**src/rtl/axistream_snooper_pkg.sv**
```systemverilog
// Shared definitions for the snooper and the forwarder: capture FSM states
// and the rule relating packet-length width to packet-memory address width.
package axistream_snooper_pkg;

   typedef enum logic [2:0] {
      ST_IDLE  = 3'd0,
      ST_RECV  = 3'd1,
      ST_DRAIN = 3'd2,
      ST_FLUSH = 3'd3,
      ST_DONE  = 3'd4
   } snoop_state_e;

   // A full buffer holds 2^addr_width flits, so its length needs one more bit.
   function automatic int plen_width(input int addr_width);
      return addr_width + 1;
   endfunction

endpackage

```
**src/rtl/axistream_snooper_if.sv**
```systemverilog
// AXI Stream bus between an upstream source (master) and the snooper (slave).
interface axistream_snooper_if #(
   parameter int DATA_WIDTH = 64
) ();

   logic [DATA_WIDTH-1:0] TDATA;
   logic                  TVALID;
   logic                  TLAST;
   logic                  TREADY;

   modport master (output TDATA, output TVALID, output TLAST, input TREADY);
   modport slave  (input TDATA, input TVALID, input TLAST, output TREADY);

endinterface

```
**src/rtl/axistream_snooper.sv**
```systemverilog
// Captures one AXI Stream packet at a time into a packet-memory buffer,
// truncating packets longer than the buffer and reporting length on completion.
module axistream_snooper
   import axistream_snooper_pkg::*;
#(
   parameter  int DATA_WIDTH = 64,
   parameter  int ADDR_WIDTH = 9,
   localparam int PLEN_WIDTH = plen_width(ADDR_WIDTH)
) (
   input  logic                  clk,
   input  logic                  rst_n,
   axistream_snooper_if.slave    axis,
   input  logic                  ready_for_snooper,
   output logic [ADDR_WIDTH-1:0] snooper_wr_addr,
   output logic [DATA_WIDTH-1:0] snooper_wr_data,
   output logic                  snooper_wr_en,
   output logic                  snooper_done,
   output logic [PLEN_WIDTH-1:0] snooper_len,
   output logic                  snooper_trunc
);

   localparam logic [PLEN_WIDTH-1:0] FULL_COUNT = {1'b1, {ADDR_WIDTH{1'b0}}};

   snoop_state_e          state_q, state_d;
   logic [PLEN_WIDTH-1:0] count_q;
   logic                  trunc_q;
   logic [ADDR_WIDTH-1:0] wr_addr_q;
   logic [DATA_WIDTH-1:0] wr_data_q;
   logic                  wr_en_q;

   logic                  tready_c;
   logic                  accept_c;
   logic                  store_c;
   logic                  done_c;
   logic [PLEN_WIDTH-1:0] len_c;
   logic                  trunc_c;

   always_ff @(posedge clk or negedge rst_n) begin
      if (!rst_n) begin
         state_q <= ST_IDLE;
      end else begin
         state_q <= state_d;
      end
   end

   always_comb begin
      state_d = state_q;
      case (state_q)
         ST_IDLE: begin
            if (accept_c) begin
               state_d = axis.TLAST ? ST_FLUSH : ST_RECV;
            end
         end
         ST_RECV: begin
            if (accept_c) begin
               if (axis.TLAST) begin
                  state_d = ST_FLUSH;
               end else if (count_q + PLEN_WIDTH'(1) == FULL_COUNT) begin
                  state_d = ST_DRAIN;
               end
            end
         end
         ST_DRAIN: begin
            if (accept_c && axis.TLAST) begin
               state_d = ST_FLUSH;
            end
         end
         ST_FLUSH: state_d = ST_DONE;
         ST_DONE:  state_d = ST_IDLE;
         default:  state_d = ST_IDLE;
      endcase
   end

   always_comb begin
      tready_c = 1'b0;
      done_c   = 1'b0;
      len_c    = '0;
      trunc_c  = 1'b0;
      case (state_q)
         ST_IDLE:  tready_c = ready_for_snooper;
         ST_RECV:  tready_c = 1'b1;
         ST_DRAIN: tready_c = 1'b1;
         ST_DONE: begin
            done_c  = 1'b1;
            len_c   = count_q;
            trunc_c = trunc_q;
         end
         default: tready_c = 1'b0;
      endcase
      accept_c = axis.TVALID && tready_c;
      // Flits arriving once the buffer is full are accepted but never stored.
      store_c  = accept_c && ((state_q == ST_IDLE) || (state_q == ST_RECV));
   end

   always_ff @(posedge clk or negedge rst_n) begin
      if (!rst_n) begin
         count_q   <= '0;
         trunc_q   <= 1'b0;
         wr_addr_q <= '0;
         wr_data_q <= '0;
         wr_en_q   <= 1'b0;
      end else begin
         wr_en_q <= store_c;
         if (store_c) begin
            wr_addr_q <= count_q[ADDR_WIDTH-1:0];
            wr_data_q <= axis.TDATA;
            count_q   <= count_q + PLEN_WIDTH'(1);
         end
         if ((state_q == ST_DRAIN) && accept_c && axis.TLAST) begin
            trunc_q <= 1'b1;
         end
         if (state_q == ST_DONE) begin
            count_q   <= '0;
            trunc_q   <= 1'b0;
            wr_addr_q <= '0;
         end
      end
   end

   // Gated so the bus sees no ready while reset is held, regardless of the buffer.
   assign axis.TREADY     = rst_n & tready_c;
   assign snooper_wr_addr = wr_addr_q;
   assign snooper_wr_data = wr_data_q;
   assign snooper_wr_en   = wr_en_q;
   assign snooper_done    = done_c;
   assign snooper_len     = len_c;
   assign snooper_trunc   = trunc_c;

endmodule
```
**src/flat_wrapper.sv**
```systemverilog
// flat-port wrapper written by rule: the top's interface ports become plain ports
module axistream_snooper_flat import axistream_snooper_pkg::*;
#(
   parameter  int DATA_WIDTH = 64,
   parameter  int ADDR_WIDTH = 9,
   localparam int PLEN_WIDTH = plen_width(ADDR_WIDTH)
)
  (clk, rst_n, ready_for_snooper, snooper_wr_addr, snooper_wr_data, snooper_wr_en, snooper_done, snooper_len, snooper_trunc, axis_TDATA, axis_TVALID, axis_TLAST, axis_TREADY);
  axistream_snooper_if #(.DATA_WIDTH(DATA_WIDTH)) axis_i ();
  input  logic clk;
  input  logic rst_n;
  input  logic ready_for_snooper;
  output logic [ADDR_WIDTH-1:0] snooper_wr_addr;
  output logic [DATA_WIDTH-1:0] snooper_wr_data;
  output logic snooper_wr_en;
  output logic snooper_done;
  output logic [PLEN_WIDTH-1:0] snooper_len;
  output logic snooper_trunc;
  input wire logic [$bits(axis_i.TDATA)-1:0] axis_TDATA;
  input wire logic [$bits(axis_i.TVALID)-1:0] axis_TVALID;
  input wire logic [$bits(axis_i.TLAST)-1:0] axis_TLAST;
  output wire logic [$bits(axis_i.TREADY)-1:0] axis_TREADY;
  assign axis_i.TDATA = axis_TDATA;
  assign axis_i.TVALID = axis_TVALID;
  assign axis_i.TLAST = axis_TLAST;
  assign axis_TREADY = axis_i.TREADY;
  axistream_snooper #(.DATA_WIDTH(DATA_WIDTH), .ADDR_WIDTH(ADDR_WIDTH)) u_core (.clk(clk), .rst_n(rst_n), .axis(axis_i), .ready_for_snooper(ready_for_snooper), .snooper_wr_addr(snooper_wr_addr), .snooper_wr_data(snooper_wr_data), .snooper_wr_en(snooper_wr_en), .snooper_done(snooper_done), .snooper_len(snooper_len), .snooper_trunc(snooper_trunc));
endmodule
```
**config.mk**
```make
export PLATFORM = sky130hd
export DESIGN_NAME = axistream_snooper_flat
export DESIGN_NICKNAME = d
export VERILOG_FILES = /design/src/rtl/axistream_snooper_pkg.sv /design/src/rtl/axistream_snooper_if.sv /design/src/rtl/axistream_snooper.sv /design/src/flat_wrapper.sv
export SDC_FILE = /design/constraint.sdc
export NUM_CORES = 1
export LEC_CHECK = 0
export ABC_CLOCK_PERIOD_IN_PS = 2300
export BUFFER_PORTS_ARGS = -buffer_cell sky130_fd_sc_hd__buf_2
export CELL_PAD_IN_SITES_DETAIL_PLACEMENT = 1
export CELL_PAD_IN_SITES_GLOBAL_PLACEMENT = 1
export CORE_MARGIN = 2
export CORE_UTILIZATION = 35
export CTS_BUF_LIST = sky130_fd_sc_hd__clkbuf_16
export CTS_CLUSTER_SIZE = 10
export DETAILED_ROUTE_END_ITERATION = 10
export HOLD_SLACK_MARGIN = 0.05
export PLACE_DENSITY = 0.82
export RECOVER_POWER = 25
export SETUP_SLACK_MARGIN = 0.02
export SYNTH_ARGS = -nofsm -noshare
export SYNTH_HDL_FRONTEND = slang
export SYNTH_SLANG_ARGS = --single-unit
```
**constraint.sdc**
```tcl
create_clock -name clk -period 2.3 [get_ports clk]
set_clock_uncertainty 0.2 [all_clocks]
set_input_delay 0.46 -clock clk [delete_from_list [all_inputs] [get_ports clk]]
set_output_delay 0.46 -clock clk [all_outputs]
set_load 0.005 [all_outputs]
```
==> results of run 1 <==
[flip-flops by register name, summed over array words and instances (netlist names)]
signal / cells
u_core.state_q: 3
u_core.snooper_wr_en: 1
u_core.snooper_wr_data: 64
u_core.trunc_q: 1
u_core.snooper_wr_addr: 9
u_core.count_q: 10
[metal layers]
layer | share of wire | global-route usage
met1 | 0.44 | 0.226
met2 | 0.49 | 0.312
met3 | 0.054 | 0.0251
met4 | 0.014 | 0.0641
met5 | 0 | 0
[how the worst max path moves through the flow]
stage | startpoint | end | slack (ns) | cells past startpoint
final | u_core.state_q[0] | snooper_len[4] | 0.11 | 4
after global routing | u_core.state_q[2] | u_core.snooper_wr_data[56] | 0.01 | 6
after CTS | u_core.state_q[1] | snooper_len[4] | 0.04 | 4
after detailed placement | axis_TVALID | u_core.snooper_wr_data[21] | 0.11 | 6
after global placement | axis_TVALID | u_core.snooper_wr_data[26] | 0.15 | 6
after floorplan | u_core.state_q[1] | snooper_len[0] | 0.15 | 6
[cell usage in the layout, fill, tap and decap left out, drive strengths merged, types with 2 or more instances in the layout]
master and n:
or3b 3, a22o 3, a21o 3, nand4 2
xnor2 2, nand3 13, and2 12, clkinvlp 2
nor3 3, a21boi 3, and3 2, nand2b 3
nand3b 2, nor4 2, buf 166, clkinv 3
o2111ai 2, nand2 217, nor3b 2, a21oi 4
dfrtp 88, o21ai 17, clkbuf 11, inv 6
nor2 6, or3 2
[stage by stage]
step / instance area (um^2) / std cells / setup WS [ns] / hold slack (ns)
after CTS: 5040 / 729 / 0.0422 / 0.111
final: 5050 / 732 / 0.105 / 0.124
after global placement: 4740 / 712 / 0.150 / 0.251
after floorplan: 3840 / 433 / 0.152 / -0.0356
after detailed placement: 4740 / 712 / 0.106 / 0.260
after global routing: 5050 / 732 / 0.0122 / 0.125
[logic make-up (layout without fill, tap and decap cells)]
group / after synthesis / after routing / synth area share
xor+xnor: 2 / 2 / 0.00456
simple gates: 273 / 273 / 0.299
compound gates: 38 / 38 / 0.0645
fa+ha+maj: 1 / 1 / 0.00325
flops: 88 / 88 / 0.573
buf+inv: 31 / 190 / 0.0560
[critical path, stage by stage, from the launching register on]
cell     delay [ns]
dfrtp_2        0.40
or3b_4         0.43
buf_6          0.17
nor2_1         0.08
buf_2          0.12
[cells in the mapped netlist (all sizes together)]
master and n:
nand2 217, dfrtp 88, buf 18, o21ai 17
nand3 13, and2 12, clkbuf 8, nor2 6
a21oi 4, inv 4, a21boi 3, a21o 3
a22o 3, nand2b 3, nor3 3, or3b 3
and3 2, nand3b 2, nand4 2, nor3b 2
nor4 2, o2111ai 2, or3 2, xnor2 2
a211o 1, a311o 1, a31oi 1, and4 1
clkinv 1, ha 1, nor2b 1, nor4bb 1
o21a 1, o311a 1, o31ai 1, or2 1
[power by group through the flow]
stage,clock [mW],combinational (mW),sequential (mW)
2_1_floorplan,0,1.28,2.59
3_3_place_gp,0,2.17,2.61
3_5_place_dp,0,2.28,2.64
4_1_cts,1.43,2.33,2.61
5_1_grt,1.49,2.66,2.69
6_report,1.38,2.31,2.60
[repair_timing]
item / in CTS / in global routing
hold buffers: 1 / 0
resized for setup: 2 / 2
pin swaps: 0 / 1
hold endpoints to repair: 88 / 0
endpoints found under the setup margin: 11 / 2
gates cloned: 0 / 1
buffers inserted: 1 / 2
[area by class of cell]
type / instances / area [um^2]
Sequential cell: 88 / 2200
Timing Repair Buffer: 169 / 940
Timing Repair inverter: 1 / 5.00
Clock buffer: 9 / 225
Multi-Input combinational cell: 314 / 1430
Clock inverter: 6 / 53.8
Inverter: 5 / 23.8
Fill cell: 1351 / 5740
Tap cell: 140 / 175
==> impl_results.md, run 1 <==
- Status: completed
- Biggest area consumer among synthesized cells: dfrtp_1
- R2r startpoint: u_core.state_q[2]
- Critical path endpoint category: output pin
- Port Buffers: 155
- Synth cell types: 41
- R2R cell count: 6
- Reg power frac: 0.413
- Post-route DRC: 0
- Logic pwr share: 0.367
- Net Switching: 2.26 mW
- Final Hold Fails: 0
- Fin crit share: 0.954
- Layout area overhead: 31.5%
- Final ANT Viol Nets: 0
- Post-Syn Instances: 433
- Via count: around 3500
- Gpl congestion: slightly below 0.8
- DR WL/cell: between 10 and 15 um
- Top cell type's share of synthesized area: 0.573
- Share of layout cells above drive strength 1: 0.316
- Syn nets: between 500 and 600
- Max clock buf depth: 2
- Post-DP HPWL: 7500 um
- Post-layout nets: approximately 660
- Sw Ratio: 0.359
- Hold Path End: u_core.snooper_wr_data[63]
- Worst hold path type: in -> reg
- Worst skew pair latency: roughly 0.33 ns
- #FFs+latches synth: 88
- TritonCTS clock tree: done
- DR vias/cell: 4.82
- Mean post-synth cell area: approximately 8.9 um^2
- Power, Total: roughly 6.3 mW
- Core Area: around 11000 um^2
- Clock sink total: a little under 90
- Area contributors post-synth: dfrtp_1 (57%), nand2_1 (21%), buf_6 (3.2%)
- Row cnt: 38
- Worst r2r dst: u_core.snooper_wr_data[56]
- Clock power share: 0.219
- Peak supply drop: 0.405 mV
- Cell Int Power: 4.03 mW
- Initial Utilization: 0.356
- Max Clk Rate: roughly 460 MHz
- Clock slew at reported path FFs: 0.06 ns
- First-pass GRT wire length: 16800 um
- Initial antenna violation count: 0
- Ys Warns: 0
- Worst EP required: 1.64 ns
- Grt total ovfl: 0
- I/O pin count: approximately 160
- Pleak: 2.87 nW
- Final Setup Violations: 0
- PwrDens: between 1000 and 1500 nW/um^2
- Sequential share of the synthesized area: 0.573
- Die height: between 100 and 150 um
- Critical path class: reg -> out
- All-Layer GR Usage: 0.179
- End-of-flow core utilization: 0.468
- Drt total wl: 10600 um
- Worst EP arrival: approximately 1.5 ns
- TritonCTS Buffers: 9
- Final Critical Period: 2.19 ns
- Worst-Margin Slew: 1.14 ns
- Unrepaired setup endpoints after global routing: no
- Slew Viols, Final: 0
- Crit path max fanout: 14
- Max-slew headroom: 0.242
- Crit start category: flip-flop
- Ant diodes: 0
- Hold Startpoint: axis_TDATA[63]
- Hold depth: 3
- Drt initial violations: 186
- Largest net degree at the start of global routing: 89
- Htree depth: 3
- Die footprint: approximately 12000 um^2
- Max-cap viol count: 0
- Root buf cell: clkbuf_16
- Synthesized area: 3840 um^2
- TritonRoute pass-1 iters: 4
- Number of global-route vias before repair: roughly 3600
- Die width: approximately 110 um
- Final TNS setup: 0 ns
- Reg2reg setup slack: between 0.1 and 0.15 ns
Note: power is estimated with default switching activity, not from simulation.
==> inputs of run 2 (changes only) <==
--- a/constraint.sdc
+++ b/constraint.sdc
@@ -4,2 +4,2 @@
 set_output_delay 0.46 -clock clk [all_outputs]
-set_load 0.005 [all_outputs]
+set_load 0.02 [all_outputs]
==> run 2 against run 1 <==
Against the previous run: core utilization up 1.1 points; global-route usage is 1.1 points higher; combinational power grew 33%; register-to-register slack gained 0.13 ns; fmax decreased by 3.4%; critical path type unchanged; worst setup slack got worse by 0.077 ns; highest routed layer unchanged; sequential power about the same; largest power group is now combinational logic; sequential share of layout area is 1.0 points lower.
==> impl_results.md, run 2 (synthesis gave the netlist of run 1 again) <==
- Crit start category: flip-flop
- Pleak: 2.90 nW (+0.90%)
- Max clock buf depth: 2 (unchanged)
- DR vias/cell: 4.84 (+0.53%)
- Crit-path max cell delay: 0.47 ns (+0.04 ns)
- Initial antenna violation count: 0 (unchanged)
- Hold Slack: 0.116 ns (-0.00864 ns)
- Slew Viols, Final: 0 (unchanged)
- Unrepaired setup endpoints after global routing: yes
- Power, Total: 6.99 mW (+11%)
- Final Critical Period: 2.27 ns (+0.0774 ns)
- Post-place instance area: 4770 um^2 (+0.47%)
- Drt initial violations: 123 (-34%)
- Via count: 3564 (+1.1%)
- Net Switching: 3.00 mW (+33%)
- Crit path max fanout: 5 (-9)
- Final WS setup: 0.0277 ns (-0.0774 ns)
- Max Clk Rate: 440 MHz (-3.4%)
- TritonRoute pass-1 iters: 4 (unchanged)
- TritonCTS Buffers: 9 (unchanged)
- Post-DP HPWL: 7880 um (+5.1%)
- Drt total wl: 11300 um (+6.8%)
- Worst hold path type: in -> reg
- Max-slew headroom: 0.170 (-0.0715)
- I/O pin count: 156 (unchanged)
- Clock power share: 0.184 (-0.035)
- Logic pwr share: 0.440 (+0.073)
- Place WS: 0.0689 ns (-0.0369 ns)
- Reg power frac: 0.376 (-0.037)
- Commonest non-fill, non-tap cell in the layout: nand2_1
- Die width: 109 um (unchanged)
- All-Layer GR Usage: 0.190 (+0.0109)
- Post-layout nets: 663 (+0.76%)
- Max-cap viol count: 0 (unchanged)
- Multi-input logic area: 1460 um^2 (+2.3%)
- Critical path endpoint category: output pin
- CP max-delay cell: or3b_4
- Fillcell total: 1334 (-1.3%)
- Htree depth: 3 (unchanged)
- Final ANT Viol Nets: 0 (unchanged)
- Share of layout cells above drive strength 1: 0.337 (+0.0214)
- Largest net degree at the start of global routing: 89 (unchanged)
- Sequential cell area: 2200 um^2 (about the same)
- Most frequent cells in the layout: nand2_1 (217), buf_2 (143), dfrtp_1 (88)
- Cell Int Power: 3.98 mW (-1.2%)
- First-pass GRT wire length: 17500 um (+3.9%)
- Delay-heaviest family, CP: simple AND/OR/NAND/NOR gates
- Number of global-route vias before repair: 3623 (+1.5%)
- Post-route DRC: 0 (unchanged)
- Port Buffers: 155 (unchanged)
- Row cnt: 38 (unchanged)
- Sw Ratio: 0.430 (+0.0709)
- Clock slew at reported path FFs: 0.06 ns (about the same)
- Ant diodes: 0 (unchanged)
- Worst EP required: 1.64 ns (about the same)
- Core Area: 10800 um^2 (unchanged)
- PwrDens: 1350 nW/um^2 (+8.5%)
- Crit-path cells: or3b_4 > clkinvlp_4 > and2_4 > buf_6
- Worst EP arrival: 1.61 ns (+0.08 ns)
- TritonCTS clock tree: done
- Final Setup Violations: 0 (unchanged)
- Initial Utilization: 0.356 (unchanged)
- Final Hold Fails: 0 (unchanged)
- Root buf cell: clkbuf_16
- Final TNS setup: 0 ns (unchanged)
- Max FFs per register: 64 (unchanged)
- Status: completed
- Clock sink total: 88 (unchanged)
- Final instance area: 5170 um^2 (+2.4%)
- Worst-Margin Slew: 1.24 ns (+0.107 ns)
- Layout area overhead: 34.6%
- Fin crit share: 0.988 (+0.0337)
- Critical path class: reg -> out
- Gpl congestion: 0.794 (+2.0%)
- Die height: 109 um (unchanged)
- Peak supply drop: 0.608 mV (+50%)
- Grt total ovfl: 0 (unchanged)
- Worst skew pair latency: 0.33 ns (about the same)
- CP Buf/Inv Count: 2 (unchanged)
- Die footprint: 11800 um^2 (unchanged)
- DR WL/cell: 15.3 um (+6.2%)
run 2: per-stage QoR:
step | instances | util
after floorplan | 433 | -
after global placement | 715 | 0.442
after detailed placement | 715 | 0.442
after CTS | 733 | 0.468
after global routing | 736 | 0.479
final | 736 | 0.479
run 2: worst paths after layout:
kind | start | end | slack (ns) | cells past startpoint
max | u_core.state_q[0] | snooper_len[6] | 0.03 | 4
min | axis_TDATA[28] | u_core.snooper_wr_data[28] | 0.12 | 3
max reg2reg | u_core.state_q[0] | u_core.count_q[3] | 0.25 | 6
min reg2reg | u_core.snooper_wr_data[38] | u_core.snooper_wr_data[38] | 0.27 | 2
max in group asynchronous | rst_n | u_core.snooper_wr_data[27] | 0.21 | 3
min in group asynchronous | rst_n | u_core.state_q[2] | 0.85 | 3
run 2: final cells by class:
cell class,instances,area share
Clock buffer,9,0.0435
Sequential cell,88,0.426
Clock inverter,5,0.00508
Inverter,5,0.00508
Multi-Input combinational cell,314,0.282
Timing Repair inverter,1,0.00145
Timing Repair Buffer,174,0.203
Tap cell,140,0.0338
run 2: layer usage:
layer / vias up / GRT usage / routed length [um]
met5: - / 0 / 0
met4: 0 / 0.0760 / 193
met3: 15 / 0.0323 / 618
met2: 123 / 0.325 / 5740
met1: 1730 / 0.238 / 4740
li1: 1696 / - / -
run 2: power groups by stage:
stage | sequential (mW) | clock (mW) | combinational (mW)
floorplan | 3.25 | 0 | 1.30
global placement | 2.62 | 0 | 2.89
detailed placement | 2.64 | 0 | 3.04
CTS | 2.62 | 1.33 | 3.08
global route | 2.71 | 1.39 | 3.43
finish | 2.62 | 1.29 | 3.08
run 2: repair_timing:
| action | in CTS | in global routing |
|---|---|---|
| hold buffers | 1 | 0 |
| pin swaps | 0 | 1 |
| gates resized for setup | 4 | 37 |
| setup buffers | 2 | 3 |
| gates cloned | 1 | 0 |
| endpoints found under the setup margin | 11 | 12 |
| endpoints found under the hold margin | 88 | 0 |
run 2: tightest hold or removal path, stage by stage:
cell	delay, ns
buf_2	0.08
nand2_1	0.04
nand2_1	0.04
==> inputs of run 3 (changes only) <==
CORE_ASPECT_RATIO = 1.4   (was not set)
REMOVE_ABC_BUFFERS = 1   (was not set)
==> run 3 against run 2 <==
Against the previous run: first-iteration DRC count fell by 3.3%; non-clock buffer count fell by 2; count of clock-buffer cells in the layout did not move; critical path type unchanged; sequential power fell by 2%; clock power rose by 12%; global-route usage fell by 0.051 points; core utilization fell by 0.43 points; register-to-register slack got worse by 0.11 ns; largest cell class unchanged; power rose by 1.8%; sequential share of layout area rose by 0.54 points.
==> impl_results.md, run 3 (synthesis gave the netlist of run 1 again) <==
- Worst-Margin Slew: 1.22 ns (-0.0246 ns)
- Layout area overhead: 32.9%
- Gpl congestion: 0.805 (+1.5%)
- Root buf cell: clkbuf_16
- I/O pin count: 156 (unchanged)
- Crit-path cells: or3b_4 > clkinvlp_4 > and2_1 > buf_2
- Ant diodes: 0 (unchanged)
- Final Setup Violations: 0 (unchanged)
- Final cell count without fillers: 737 (+0.14%)
- Die footprint: 11800 um^2 (about the same)
- Post-route DRC: 0 (unchanged)
- Worst skew pair latency: 0.33 ns (about the same)
- Final Critical Period: 2.23 ns (-0.0408 ns)
- Port Buffers: 155 (unchanged)
- Max Clk Rate: 448 MHz (+1.8%)
- Pleak: 2.88 nW (-0.57%)
- Fin crit share: 0.970 (-0.0178)
- Number of global-route vias before repair: 3843 (+6.1%)
- Final ANT Viol Nets: 0 (unchanged)
- Grt total ovfl: 0 (unchanged)
- First-pass GRT wire length: 17900 um (+2.3%)
- Htree depth: 3 (unchanged)
- Drt initial violations: 119 (-3.3%)
- TritonRoute pass-1 iters: 4 (unchanged)
- Max-cap viol count: 0 (unchanged)
- CP max-delay cell: or3b_4
- Drt total wl: 10900 um (-3.4%)
- Power, Total: 7.11 mW (+1.8%)
- Max FFs per register: 64 (unchanged)
- Clock sink total: 88 (unchanged)
- Worst EP arrival: 1.57 ns (-0.04 ns)
- Max clock buf depth: 2 (unchanged)
- Share of layout cells above drive strength 1: 0.322 (-0.0151)
- Final Hold Fails: 0 (unchanged)
- Die height: 128 um (+18%)
- Commonest non-fill, non-tap cell in the layout: nand2_1
- Max-slew headroom: 0.187 (+0.0164)
- DR WL/cell: 14.8 um (-3.5%)
- Via count: 3575 (+0.31%)
- Post-place instance area: 4740 um^2 (-0.50%)
- Hold Slack: 0.107 ns (-0.00850 ns)
- TritonCTS Buffers: 9 (unchanged)
- Post-DP HPWL: 7840 um (-0.51%)
- Initial Utilization: 0.357 (+0.00128)
- All-Layer GR Usage: 0.189 (-0.000510)
- DR vias/cell: 4.85 (+0.17%)
- Worst hold path type: in -> reg
- Final instance area: 5110 um^2 (-1.3%)
- Critical path endpoint category: output pin
- Crit-path max cell delay: 0.46 ns (about the same)
- Largest net degree at the start of global routing: 89 (unchanged)
- Row cnt: 45 (+18%)
- Worst EP required: 1.64 ns (about the same)
- TritonCTS clock tree: done
- Most frequent cells in the layout: nand2_1 (217), buf_2 (149), dfrtp_1 (88)
- Peak supply drop: 0.495 mV (-19%)
- Fillcell total: 1343 (+0.67%)
- Post-layout nets: 661 (-0.30%)
- End-of-flow core utilization: 0.475 (-0.00432)
- Clock slew at reported path FFs: 0.06 ns (about the same)
- Unrepaired setup endpoints after global routing: yes
- Crit start category: flip-flop
- Status: completed
- Slew Viols, Final: 0 (unchanged)
- PwrDens: 1390 nW/um^2 (+3.1%)
- Crit path max fanout: 5 (unchanged)
- Die width: 92.6 um (-15%)
- Core Area: 10800 um^2 (-0.36%)
- Initial antenna violation count: 0 (unchanged)
- Reg2reg setup slack: 0.14 ns (-0.11 ns)
- Critical path class: reg -> out
- Dpl cells: 714 (-0.14%)
run 3: cell count changes in the layout (fill, tap and decap cells not counted), sizes merged:
| cell | previous run | this run |
|---|---|---|
| clkbuf | 12 | 11 |
| inv | 4 | 5 |
| clkinv | 5 | 4 |
| clkinvlp | 2 | 3 |
| buf | 170 | 169 |
| bufinv | 0 | 1 |
run 3: power by group:
part	switching, mW	internal [mW]	total, mW
clock network	0.609	0.841	1.45
logic	2.03	1.06	3.09
registers	0.386	2.19	2.58
run 3: what timing repair did:
action	in CTS	in global routing
pin swaps	0	1
setup buffers	1	4
endpoints found under the hold margin	88	0
hold buffers	1	0
gates resized for setup	4	9
gates cloned	1	0
endpoints found under the setup margin	11	12
run 3: worst paths after layout:
| check | endpoint | from | cells past startpoint |
|---|---|---|---|
| worst max-delay path | snooper_trunc | u_core.state_q[0] | 4 |
| worst min-delay path | u_core.snooper_wr_data[26] | axis_TDATA[26] | 3 |
| worst max register to register | u_core.count_q[7] | u_core.state_q[2] | 6 |
| max in group asynchronous | u_core.snooper_wr_data[44] | rst_n | 3 |
| worst min register to register | u_core.snooper_wr_data[7] | u_core.snooper_wr_data[7] | 2 |
| min in group asynchronous | u_core.snooper_wr_data[43] | rst_n | 3 |
run 3: area by class of cell:
cell class	instances	area, um^2	area share
tap	141	176	0.0345
timing repair buffer	172	967	0.189
clock inverter	7	71.3	0.0140
multi-input combinational	314	1430	0.281
clock buffer	9	225	0.0441
timing repair inverter	1	7.51	0.00147
inverter	5	26.3	0.00514
sequential	88	2200	0.431
run 3: per-stage QoR:
stage | setup slack [ns] | setup TNS, ns
finish | 0.0685 | 0
global placement | 0.196 | 0
global route | -0.00621 | -0.00621
detailed placement | 0.131 | 0
CTS | 0.0119 | 0
floorplan | -1.41 | -102.96
run 3: layer usage:
metal	vias up	routed length, um	track usage
li1	1694	-	-
met1	1764	4010	0.207
met2	92	6100	0.351
met3	25	517	0.0435
met4	0	276	0.0729
met5	-	0	0
run 3: worst max-delay path: cells and delay by family, from the launching register on:
family                 cells  cell delay (ns)
flip-flops                 1             0.39
AND/OR/NAND/NOR            2             0.58
buffers and inverters      2             0.27
